[src/rtl/bill_cart_accumulator.sv]
// Sequential shopping cart: per-product saturating counts, frozen on checkout until billing acks.
// Optional one-step undo of the last successful scan is built when CART_UNDO_EN is defined.
module bill_cart_accumulator #(
    parameter int QTY_W   = 4,
    parameter int MAX_QTY = 15
) (
    input  logic             clk,
    input  logic             rst_n,
    input  logic             scan_valid,
    input  logic [2:0]       scan_item,
    input  logic             scan_remove,
    output logic             scan_ready,
    input  logic             checkout,
    input  logic             cart_ack,
    input  logic             undo,
    output logic [QTY_W-1:0] q1,
    output logic [QTY_W-1:0] q2,
    output logic [QTY_W-1:0] q3,
    output logic [QTY_W-1:0] q4,
    output logic [QTY_W-1:0] q5,
    output logic [6:0]       item_total,
    output logic             cart_valid,
    output logic             cart_empty,
    output logic             scan_err
);
    localparam int N_ITEMS = 5;

    typedef enum logic [1:0] {IDLE, SHOP, HOLD} state_t;

    state_t           state_q, state_d;
    logic [QTY_W-1:0] qty_q [N_ITEMS];
    logic [QTY_W-1:0] qty_d [N_ITEMS];
    logic [6:0]       total_q, total_d;
    logic             valid_q, valid_d;
    logic             empty_q, empty_d;
    logic             err_q, err_d;

    logic             op_en;
    logic             op_rem;
    logic [2:0]       op_item;
    logic             any_d;

`ifdef CART_UNDO_EN
    logic             op_ok;
    logic             hist_vld_q, hist_vld_d;
    logic [2:0]       hist_item_q, hist_item_d;
    logic             hist_rem_q, hist_rem_d;
`else
    logic             unused_undo;
    assign unused_undo = undo;
`endif

    always_comb begin
        state_d = state_q;
        qty_d   = qty_q;
        valid_d = valid_q;
        err_d   = 1'b0;
        op_en   = 1'b0;
        op_rem  = 1'b0;
        op_item = 3'd0;
        any_d   = 1'b0;
        total_d = '0;
`ifdef CART_UNDO_EN
        op_ok       = 1'b0;
        hist_vld_d  = hist_vld_q;
        hist_item_d = hist_item_q;
        hist_rem_d  = hist_rem_q;
`endif
        if (state_q == HOLD) begin
            if (cart_ack) begin
                for (int i = 0; i < N_ITEMS; i++) qty_d[i] = '0;
                valid_d = 1'b0;
                state_d = IDLE;
`ifdef CART_UNDO_EN
                hist_vld_d = 1'b0;
`endif
            end
        end else begin
            if (scan_valid) begin
                op_en   = 1'b1;
                op_item = scan_item;
                op_rem  = scan_remove;
            end
`ifdef CART_UNDO_EN
            else if (undo) begin
                // Replaying the inverse cannot saturate: the history's own step just moved away from that bound.
                if (hist_vld_q) begin
                    op_en   = 1'b1;
                    op_item = hist_item_q;
                    op_rem  = ~hist_rem_q;
                end else begin
                    err_d = 1'b1;
                end
                hist_vld_d = 1'b0;
            end
`endif
            if (op_en) begin
                if (op_item >= 3'(N_ITEMS)) err_d = 1'b1;
                for (int i = 0; i < N_ITEMS; i++) begin
                    if (op_item == 3'(i)) begin
                        if (op_rem) begin
                            if (qty_q[i] == '0) err_d = 1'b1;
                            else begin
                                qty_d[i] = qty_q[i] - QTY_W'(1);
`ifdef CART_UNDO_EN
                                op_ok = 1'b1;
`endif
                            end
                        end else begin
                            if (qty_q[i] == QTY_W'(MAX_QTY)) err_d = 1'b1;
                            else begin
                                qty_d[i] = qty_q[i] + QTY_W'(1);
`ifdef CART_UNDO_EN
                                op_ok = 1'b1;
`endif
                            end
                        end
                    end
                end
            end
`ifdef CART_UNDO_EN
            if (op_ok && scan_valid) begin
                hist_vld_d  = 1'b1;
                hist_item_d = scan_item;
                hist_rem_d  = scan_remove;
            end
`endif
            for (int i = 0; i < N_ITEMS; i++) any_d = any_d | (qty_d[i] != '0);
            state_d = any_d ? SHOP : IDLE;
            if (checkout) begin
                state_d = HOLD;
                valid_d = 1'b1;
`ifdef CART_UNDO_EN
                hist_vld_d = 1'b0;
`endif
            end
        end
        any_d = 1'b0;
        for (int i = 0; i < N_ITEMS; i++) begin
            total_d = total_d + 7'(qty_d[i]);
            any_d   = any_d | (qty_d[i] != '0);
        end
        empty_d = ~any_d;
    end

    always_ff @(posedge clk) begin
        if (!rst_n) begin
            state_q <= IDLE;
            for (int i = 0; i < N_ITEMS; i++) qty_q[i] <= '0;
            total_q <= '0;
            valid_q <= 1'b0;
            empty_q <= 1'b1;
            err_q   <= 1'b0;
`ifdef CART_UNDO_EN
            hist_vld_q  <= 1'b0;
            hist_item_q <= 3'd0;
            hist_rem_q  <= 1'b0;
`endif
        end else begin
            state_q <= state_d;
            qty_q   <= qty_d;
            total_q <= total_d;
            valid_q <= valid_d;
            empty_q <= empty_d;
            err_q   <= err_d;
`ifdef CART_UNDO_EN
            hist_vld_q  <= hist_vld_d;
            hist_item_q <= hist_item_d;
            hist_rem_q  <= hist_rem_d;
`endif
        end
    end

    assign scan_ready = (state_q != HOLD);
    assign q1         = qty_q[0];
    assign q2         = qty_q[1];
    assign q3         = qty_q[2];
    assign q4         = qty_q[3];
    assign q5         = qty_q[4];
    assign item_total = total_q;
    assign cart_valid = valid_q;
    assign cart_empty = empty_q;
    assign scan_err   = err_q;

endmodule

[config.mk]
export PLATFORM = sky130hd
export DESIGN_NAME = bill_cart_accumulator
export DESIGN_NICKNAME = d
export VERILOG_FILES = /design/src/rtl/bill_cart_accumulator.sv
export SDC_FILE = /design/constraint.sdc
export NUM_CORES = 1
export LEC_CHECK = 0
export ABC_AREA = 1
export CAP_MARGIN = 20
export CORE_MARGIN = 4
export CORE_UTILIZATION = 45
export CTS_BUF_LIST = sky130_fd_sc_hd__clkbuf_4 sky130_fd_sc_hd__clkbuf_8
export CTS_CLUSTER_DIAMETER = 40
export CTS_CLUSTER_SIZE = 40
export DETAILED_ROUTE_END_ITERATION = 8
export PLACE_DENSITY = 0.68
export REMOVE_ABC_BUFFERS = 1
export SYNTH_ARGS = -nofsm -noshare
export SYNTH_HDL_FRONTEND = slang
export SYNTH_SLANG_ARGS = --single-unit
[constraint.sdc]
create_clock -name clk -period 9.78 [get_ports clk]
set_input_delay 1.956 -clock clk [delete_from_list [all_inputs] [get_ports clk]]
set_output_delay 1.956 -clock clk [all_outputs]
set_load 0.03 [all_outputs]
### After elaboration in Yosys (flattened, before gate mapping)

Cells that the tools add are included.

| storage, ports and cells | value |
|---|---|
| bits in latches | 0 |
| RAM bits | 0 |
| register bits after elaboration | 32 |
| input port bits | 10 |
| output and inout port bits | 31 |
| memories | 0 |
| memory bits (read-only) | 0 |

| operators by class | value |
|---|---|
| reductions and logical operators | 19 |
| add/subtract/negate cells | 14 |
| multiply operators | 0 |
| shift-type cells | 0 |
| equality and inequality tests | 12 |
| magnitude comparators | 1 |
| bitwise operators | 11 |
| mux-type cells | 60 |
| divide/modulo/power cells | 0 |

Operators by type and width:

| operator | number |
|---|---|
| 20-bit two-way mux | 4 |
| 4-bit two-way mux | 20 |
| 4-bit nonzero test | 10 |
| 1-bit two-way mux | 31 |
| 4-bit by 1-bit adder with 4-bit output (second input constant) | 5 |
| 4-bit equality test (second input constant) | 5 |
| 4-bit zero test | 5 |
| 4-bit by 1-bit subtractor with 4-bit output (second input constant) | 5 |
| 1-bit bitwise OR | 8 |
| 6-bit by 4-bit adder with 7-bit output | 1 |
| 7-bit by 4-bit adder with 7-bit output | 1 |
| 5-bit by 4-bit adder with 6-bit output | 1 |
| 3-bit by 2-bit equality test with 1-bit output (second input constant) | 2 |
| 2-bit two-way mux | 3 |
| 3-bit two-way mux | 2 |
| 4-bit by 4-bit adder with 5-bit output | 1 |
| 2-bit inequality test (second input constant) | 2 |
| 3-bit by 1-bit equality test with 1-bit output (second input constant) | 1 |
| 3-bit equality test (second input constant) | 1 |
| 3-bit greater-or-equal comparator (second input constant) | 1 |
| 3-bit zero test | 1 |
| 1-bit NOT | 3 |
| 3-bit OR reduction | 1 |
| 2-bit equality test (second input constant) | 1 |
| other kinds (2) | 2 |

### Logic depth before layout (Yosys ltp)

Gate-level depths: netlist of run 1.

| logic depth | value |
|---|---|
| depth in word-level cells | 21 |
| depth in mapped cells | 23 |
| mapped depth without buffers | 23 |

### Least setup slack after synthesis of run 1

OpenSTA, ideal clock, no wires.

| path | value |
|---|---|
| path kind | input-to-reg |
| start | input port cart_ack |
| end | register total_q[5] (netlist: item_total[5]) |
| buffers on the path | 2 |
| required time | 9660 ps |
| arrival time | 5289 ps |
| stages on the path | 17 |
| setup slack | 4372 ps |
| cell sequence | clkbuf_1 > nor2_1 > buf_2 > nand2_1 > nand2_1 > inv_1 > fa_1 > fa_1 > inv_1 > fa_1 > ha_1 > inv_1 > fa_1 > o21bai_1 > a21oi_1 > o21ai_0 > a21oi_1 |

| on the way | value |
|---|---|
| word-level cells in the longest chain between the ends | 6 |

Ends and longest elaborated chain:

| what | line | RTL |
|---|---|---|
| start, declared | 14 | `input logic cart_ack,` |
| 20-bit two-way mux * | 70 | `if (cart_ack) begin` |
| 20-bit two-way mux * | 69 | `if (state_q == HOLD) begin` |
| 4-bit by 4-bit adder with 5-bit output | 140 | `total_d = total_d + 7'(qty_d[i]);` |
| 5-bit by 4-bit adder with 6-bit output | 140 |  |
| 6-bit by 4-bit adder with 7-bit output | 140 |  |
| 7-bit by 4-bit adder with 7-bit output * | 140 |  |
| end signal, assigned | 162 | `total_q <= total_d;` |
| end, declared | 33 | `logic [6:0] total_q, total_d;` |

Mark *: on every way between the ends. The rest lies on a longest branch, timed or not.
A chain may end at the register's enable or synchronous reset.

### Final worst setup path of run 1

| path | value |
|---|---|
| start | input port scan_valid |
| end | register total_q[5] (netlist: item_total[5]) |

| on the way | value |
|---|---|
| word-level cells in the longest chain between the ends | 11 |
| elaborated cells on any way between the ends | 28 |

Ends and longest elaborated chain:

| what | line | RTL |
|---|---|---|
| start, declared | 9 | `input logic scan_valid,` |
| 3-bit two-way mux / 1-bit two-way mux (equally long branches) | 79 | `if (scan_valid) begin` |
| 3-bit two-way mux / 1-bit two-way mux (equally long branches) | 69 |  |
| 3-bit by 1-bit equality test with 1-bit output, or another cell as far along | 100 | `if (op_item == 3'(i)) begin` |
| 4-bit two-way mux | 100 |  |
| 20-bit two-way mux * | 97 | `if (op_en) begin` |
| 20-bit two-way mux * (2 in a row) | 69 |  |
| 4-bit by 4-bit adder with 5-bit output | 140 |  |
| 5-bit by 4-bit adder with 6-bit output | 140 |  |
| 6-bit by 4-bit adder with 7-bit output | 140 |  |
| 7-bit by 4-bit adder with 7-bit output * | 140 |  |

Mark *: on every way between the ends. The rest lies on a longest branch, timed or not. The select of a mux whose other input is x is not followed.

==> results.md, run 1 <==
- Internal power: 303 uW
- Ports: 41
- Mapped Avg Cell Area: 6.23 um^2
- Yosys Warn Count: 0
- Crit path capture type: register
- CP top delay family: adder cells
- Clk buf depth: 2
- Multi-input combinational cell area: 1970 um^2
- Clock share of power: 26.3%
- Most common cell after layout, fill and taps aside: nand2_1
- Worst slack at placement: 3090 ps
- Area of the core: 6350 um^2
- Max-cap viol count: 0
- Overflow after GRT: 0
- Max IR drop VDD: 0.0829 mV
- Final period util: 65.4%
- Worst path arrival time: 6580 ps
- Via count: 3150
- Final Power: 502 uW
- RSZ-0062 raised after global routing: no
- Setup Viol. Count Final: 0
- Die W: 88.9 um
- Number of H-tree levels: 2
- Inst Count DP: 575
- Final slew viol count: 0
- Flop pwr share: 31.0%
- Global-route total usage across every layer: 22.2%
- Critical path class: in -> reg
- FMAX: 156 MHz
- Nets@finish: 543
- Clock root buffer: clkbuf_8
- Drt pass-1 iters: 5
- I/O Buffers: 39
- Pwr dens: 145 nW/um^2
- Leak: 1.70 nW
- Sw frac: 39.6%
- Post-synth cell types: 30
- Least-Margin Pin Slew: 877 ps
- Hold buffer count at CTS: 0
- Slowest CP cell: clkdlybuf4s50_1
- Req. time, crit path: 9970 ps
- Vias per inst: 5.40
- CTS Buf Count: 5
- Setup WS post-layout: 3380 ps
- Status: complete, no violations
- Post-Syn Area: 2940 um^2
- Layout cell share with drive strength beyond 1: 6.52%
- Reg clk slew, reported paths: 70 ps
- Synth Instances: 472
- Antenna diodes: 0
- Cell Chain, Critical Path: clkdlybuf4s50_1 > nand2_2 > inv_2 > nand2_2 > nand2_1 > nand2_1 > nand2_1 > nand3_1 > nand2_1 > inv_1 > fa_1 > fa_1 > inv_1 > fa_1 > ha_1 > inv_1 > fa_1 > o21bai_1 > a21oi_1 > o21ai_0 > a21oi_1
- Worst Path Buf+Inv: 5
- FILL cells: 635
- Fin. Hold Viols: 0
- Slowest cell delay on critical path: 620 ps
- Combinational Power Share: 42.7%
- Post-CTS Setup Bufs: 0
- Crit start category: primary input
- Total negative slack: 0 ps
- Initial core utilization: 46.3%
- Dpl hpwl: 6200 um
- FF-to-FF path depth: 18
- Die Ht: 88.9 um
- Worst rel slew slack: 41.3%
- DRC: 0
- Tmin final: 6400 ps
- Antenna violations before repair: 0
- Row count: 29
- First-pass GRT wire length: 13800 um
- CP Depth: 21
- Number of synthesized register bits: 32
- Hold Path Depth: 2
- Leading cell types in the layout, fill and taps excluded: 137 x nand2_1, 68 x nand3_1, 62 x inv_1
- Hold crit path type: reg -> reg
- Largest net degree at the start of global routing: 27
- Die footprint: 7900 um^2
- Wirelength per Cell: 14.0 um
- CTS Sinks: 32
- Register Area: 641 um^2
- Final ANT Viol Nets: 0
- Max FO, Critical Path: 13
- Syn-to-layout area delta: 17.8%
- Switching pwr: 199 uW
- Post-cts repair resize count: 0
- Final wirelength: 8190 um
- GPL Wtd Cong: 0.893
- Vias in the first global route: 2902
- Post-synthesis sequential area ratio: 21.8%
- Finished Layout Cells: 583
- Clk_lat worst skew: 290 ps
- DRT iter0 DRCs: 219
- Worst Clk Skew: 4.92 ps
- CTS tree: yes
power groups by stage:
| stage | Combinational [mW] | Clock (mW) | Sequential, mW |
|---|---|---|---|
| final | 0.214 | 0.132 | 0.156 |
| after global routing | 0.245 | 0.137 | 0.158 |
| after CTS | 0.216 | 0.133 | 0.156 |
| after detailed placement | 0.211 | 0 | 0.159 |
| after global placement | 0.206 | 0 | 0.158 |
| after floorplan | 0.120 | 0 | 0.184 |
Yosys cell counts, drive strengths merged:
cell / instances / area share, %
nand3: 72 / 13
o211ai: 2 / 0.51
o21ai: 16 / 2.7
and3: 1 / 0.21
dfxtp: 32 / 22
xnor2: 2 / 0.60
a21boi: 1 / 0.26
clkbuf: 8 / 1.0
o21bai: 1 / 0.26
nand4: 9 / 1.9
buf: 5 / 1.5
inv: 69 / 8.8
nand3b: 3 / 0.77
fa: 11 / 7.5
ha: 17 / 7.2
nor3: 7 / 2.3
clkinv: 1 / 0.13
nand2: 145 / 19
nor2: 52 / 7.2
a31oi: 2 / 0.43
o22ai: 1 / 0.21
a21oi: 15 / 2.6
cell families (layout without fill, tap and decap cells):
family                     Yosys count  in the layout  synth area share (%)
adders and majority gates           28             28                  14.7
DFF                                 32             32                  21.8
buffers and inverters               83            117                  11.4
and+or+nand+nor                    289            289                  44.6
AOI/OAI and AO/OA                   38             38                  6.93
xor gates and xnor gates             2              2                 0.595
routing by layer:
| layer | track usage (%) | share of wire, % | up-vias | wire, um |
|---|---|---|---|---|
| met5 | 0 | 0 | - | 0 |
| met4 | 5.63 | 1.3 | 0 | 107 |
| met3 | 2.98 | 6.7 | 9 | 545 |
| met2 | 37.7 | 48 | 103 | 3910 |
| met1 | 29.7 | 44 | 1475 | 3630 |
| li1 | - | - | 1563 | - |
worst min-delay path: cells and delay by family, from the launching register on:
kind               cells  cell delay, ps
AOI/OAI and AO/OA      2             130
DFF                    1             310
final cells by class:
| type | count | area share [%] |
|---|---|---|
| clock inverter | 2 | 1.01 |
| sequential | 32 | 18.5 |
| clock buffer | 6 | 2.20 |
| multi-input combinational | 357 | 56.7 |
| tap | 77 | 2.78 |
| timing repair buffer | 39 | 11.3 |
| inverter | 70 | 7.58 |
sequential cells by signal, summed over array words and instances (netlist names):
register / flops
item_total: 7
cart_valid: 1
scan_err: 1
q4: 4
cart_empty: 1
q1: 4
state_q: 2
q2: 4
q5: 4
q3: 4
metrics by stage:
stage                     cell area, um^2  hold WS [ps]  util (%)
final                                3470           483      54.6
after floorplan                      2870           603         -
after CTS                            3470           487      54.6
after detailed placement             3360           476      52.8
after global routing                 3470           526      54.6
after global placement               3360           461      52.8
worst paths after layout:
path         startpoint             to  slack, ps
max          scan_valid  item_total[5]       3380
min reg2reg  cart_valid     cart_valid        480
max reg2reg  state_q[1]  item_total[5]       4370
min          cart_valid     cart_valid        480
Power figures use the tool's default switching activity.
==> run 2, diff against run 1 <==
Clock period 9.78 ns to 5.9 ns, I/O delays scaled along.
==> results.md, run 2 (synthesis gave the netlist of run 1 again) <==
- Status: complete, no violations
- Most common cell after layout, fill and taps aside: nand2_1
- Die Ht: 88.9 um
- Via count: 3167
- Antenna violations before repair: 0
- Slowest cell delay on critical path: 610 ps
- Syn-to-layout area delta: 18.8%
- Initial core utilization: 46.3%
- Tmin final: 5380 ps
- Final slew viol count: 0
- CP top delay family: adder cells
- Clock root buffer: clkbuf_8
- Crit path capture type: register
- Max-cap viol count: 0
- Wirelength per Cell: 13.8 um
- Least-Margin Pin Slew: 490 ps
- Leading cell types in the layout, fill and taps excluded: 137 x nand2_1, 68 x nand3_1, 62 x inv_1
- Largest net degree at the start of global routing: 26
- GPL Wtd Cong: 0.905
- Overflow after GRT: 0
- Cell Chain, Critical Path: clkdlybuf4s50_1 > nand2_2 > buf_4 > o21ai_1 > nand2_1 > nand2_1 > nand2_1 > nand2_1 > nand2_1 > fa_1 > fa_1 > inv_1 > fa_1 > ha_1 > inv_1 > fa_1 > o21bai_1 > a21oi_1 > o21ai_0 > a21oi_1
- First-pass GRT wire length: 13500 um
- Vias per inst: 5.37
- Req. time, crit path: 6080 ps
- Global-route total usage across every layer: 22.0%
- Flop pwr share: 32.7%
- Reg clk slew, reported paths: 80 ps
- Antenna diodes: 0
- Max IR drop VDD: 0.122 mV
- Worst rel slew slack: 67.3%
- Layout cell share with drive strength beyond 1: 7.80%
- DRC: 0
- CTS Buf Count: 5
- I/O Buffers: 39
- Ports: 41
- Setup Viol. Count Final: 0
- Final ANT Viol Nets: 0
- FMAX: 186 MHz
- Most frequent CP cell: nand2_1
- Final wirelength: 8120 um
- Inst Count DP: 582
- Switching pwr: 331 uW
- Combinational Power Share: 45.0%
- DRT iter0 DRCs: 266
- Clk_lat worst skew: 300 ps
- CTS Sinks: 32
- Drt pass-1 iters: 5
- Post-CTS Setup Bufs: 0
- Finished Layout Cells: 590
- Clock share of power: 22.3%
- Area of the core: 6350 um^2
- RSZ-0062 raised after global routing: no
- Vias in the first global route: 2892
- Post-cts repair resize count: 0
- Pwr dens: 225 nW/um^2
- Worst Clk Skew: 8.13 ps
- Worst path arrival time: 5560 ps
- Crit start category: primary input
- Slowest CP cell: clkdlybuf4s50_1
- Dpl hpwl: 6330 um
- Final period util: 91.2%
- Internal power: 457 uW
- Worst Path Buf+Inv: 4
- FILL cells: 621
- CTS tree: yes
- Row count: 29
- Fin. Hold Viols: 0
- Max FO, Critical Path: 9
- Total negative slack: 0 ps
- Max reg flops: 7
- Die footprint: 7900 um^2
- Hold crit path type: reg -> reg
- Hold buffer count at CTS: 0
- Leak: 1.72 nW
- Die W: 88.9 um
- Nets@finish: 550
- Clk buf depth: 2
- Number of H-tree levels: 2
- Sw frac: 42.0%
- Critical path class: in -> reg
[run 2: cell types whose count changed in the layout (fill, tap and decap cells not counted), sizes merged]
| cell | previous run | this run |
|---|---|---|
| bufinv | 1 | 0 |
| buf | 0 | 7 |
| clkbuf | 6 | 5 |
| clkinv | 2 | 4 |
[run 2: power groups by stage]
| stage | logic [mW] | registers [mW] | clock network [mW] |
|---|---|---|---|
| floorplan | 0.199 | 0.305 | 0 |
| global placement | 0.350 | 0.262 | 0 |
| detailed placement | 0.354 | 0.263 | 0 |
| CTS | 0.355 | 0.258 | 0.178 |
| global route | 0.404 | 0.261 | 0.184 |
| finish | 0.354 | 0.258 | 0.176 |
[run 2: worst register-to-register path, cell delays in order (launching register included)]
cell and delay (ps):
dfxtp_1 450, inv_1 140, ha_1 230, inv_1 90
nor3_1 60, o21ai_1 230, nand2_1 100, nand2_1 70
nand2_1 80, nand2_1 60, nand2_1 90, fa_1 490
fa_1 560, inv_1 60, fa_1 540, ha_1 170
inv_1 60, fa_1 390, o21bai_1 160, a21oi_1 90
o21ai_0 150, a21oi_1 60
[run 2: path summary, 6_finish.rpt]
path	start	endpoint	slack, ps	cells after the start
max	scan_valid	item_total[5]	520	20
min	cart_valid	cart_valid	480	2
max reg2reg	q3[0]	item_total[5]	1460	21
min reg2reg	cart_valid	cart_valid	480	2
[run 2: cell type report]
| type | count | area [um^2] | share of cell area [%] |
|---|---|---|---|
| Clock inverter | 3 | 18.8 | 0.537 |
| Multi-Input combinational cell | 357 | 1970 | 56.2 |
| Tap cell | 77 | 96.3 | 2.76 |
| Timing Repair Buffer | 46 | 443 | 12.7 |
| Clock buffer | 5 | 68.8 | 1.97 |
| Sequential cell | 32 | 641 | 18.3 |
| Inverter | 70 | 263 | 7.52 |
[run 2: metal layers]
metal | vias up | track usage [%] | part of all wire (%)
met2 | 127 | 35.9 | 45
met1 | 1450 | 29.5 | 45
met4 | 0 | 7.28 | 2.3
met3 | 14 | 3.82 | 7.4
met5 | - | 0 | 0
li1 | 1576 | - | -
[run 2: through the flow]
| step | power, mW | hold WS (ps) | utilization [%] | worst slack, ps | area, um^2 |
|---|---|---|---|---|---|
| CTS | 0.792 | 483 | 55.1 | 516 | 3500 |
| floorplan | 0.504 | 603 | - | 1190 | 2870 |
| detailed placement | 0.617 | 469 | 53.7 | 228 | 3410 |
| finish | 0.788 | 478 | 55.1 | 519 | 3500 |
| global route | 0.850 | 511 | 55.1 | 236 | 3500 |
| global placement | 0.612 | 461 | 53.7 | 272 | 3410 |
==> run 3, diff against run 2 <==
Settings changed: CAP_MARGIN 20 to not set.
==> results of run 3 <==
The final DEF is identical to that of run 2; final timing and power are the same.
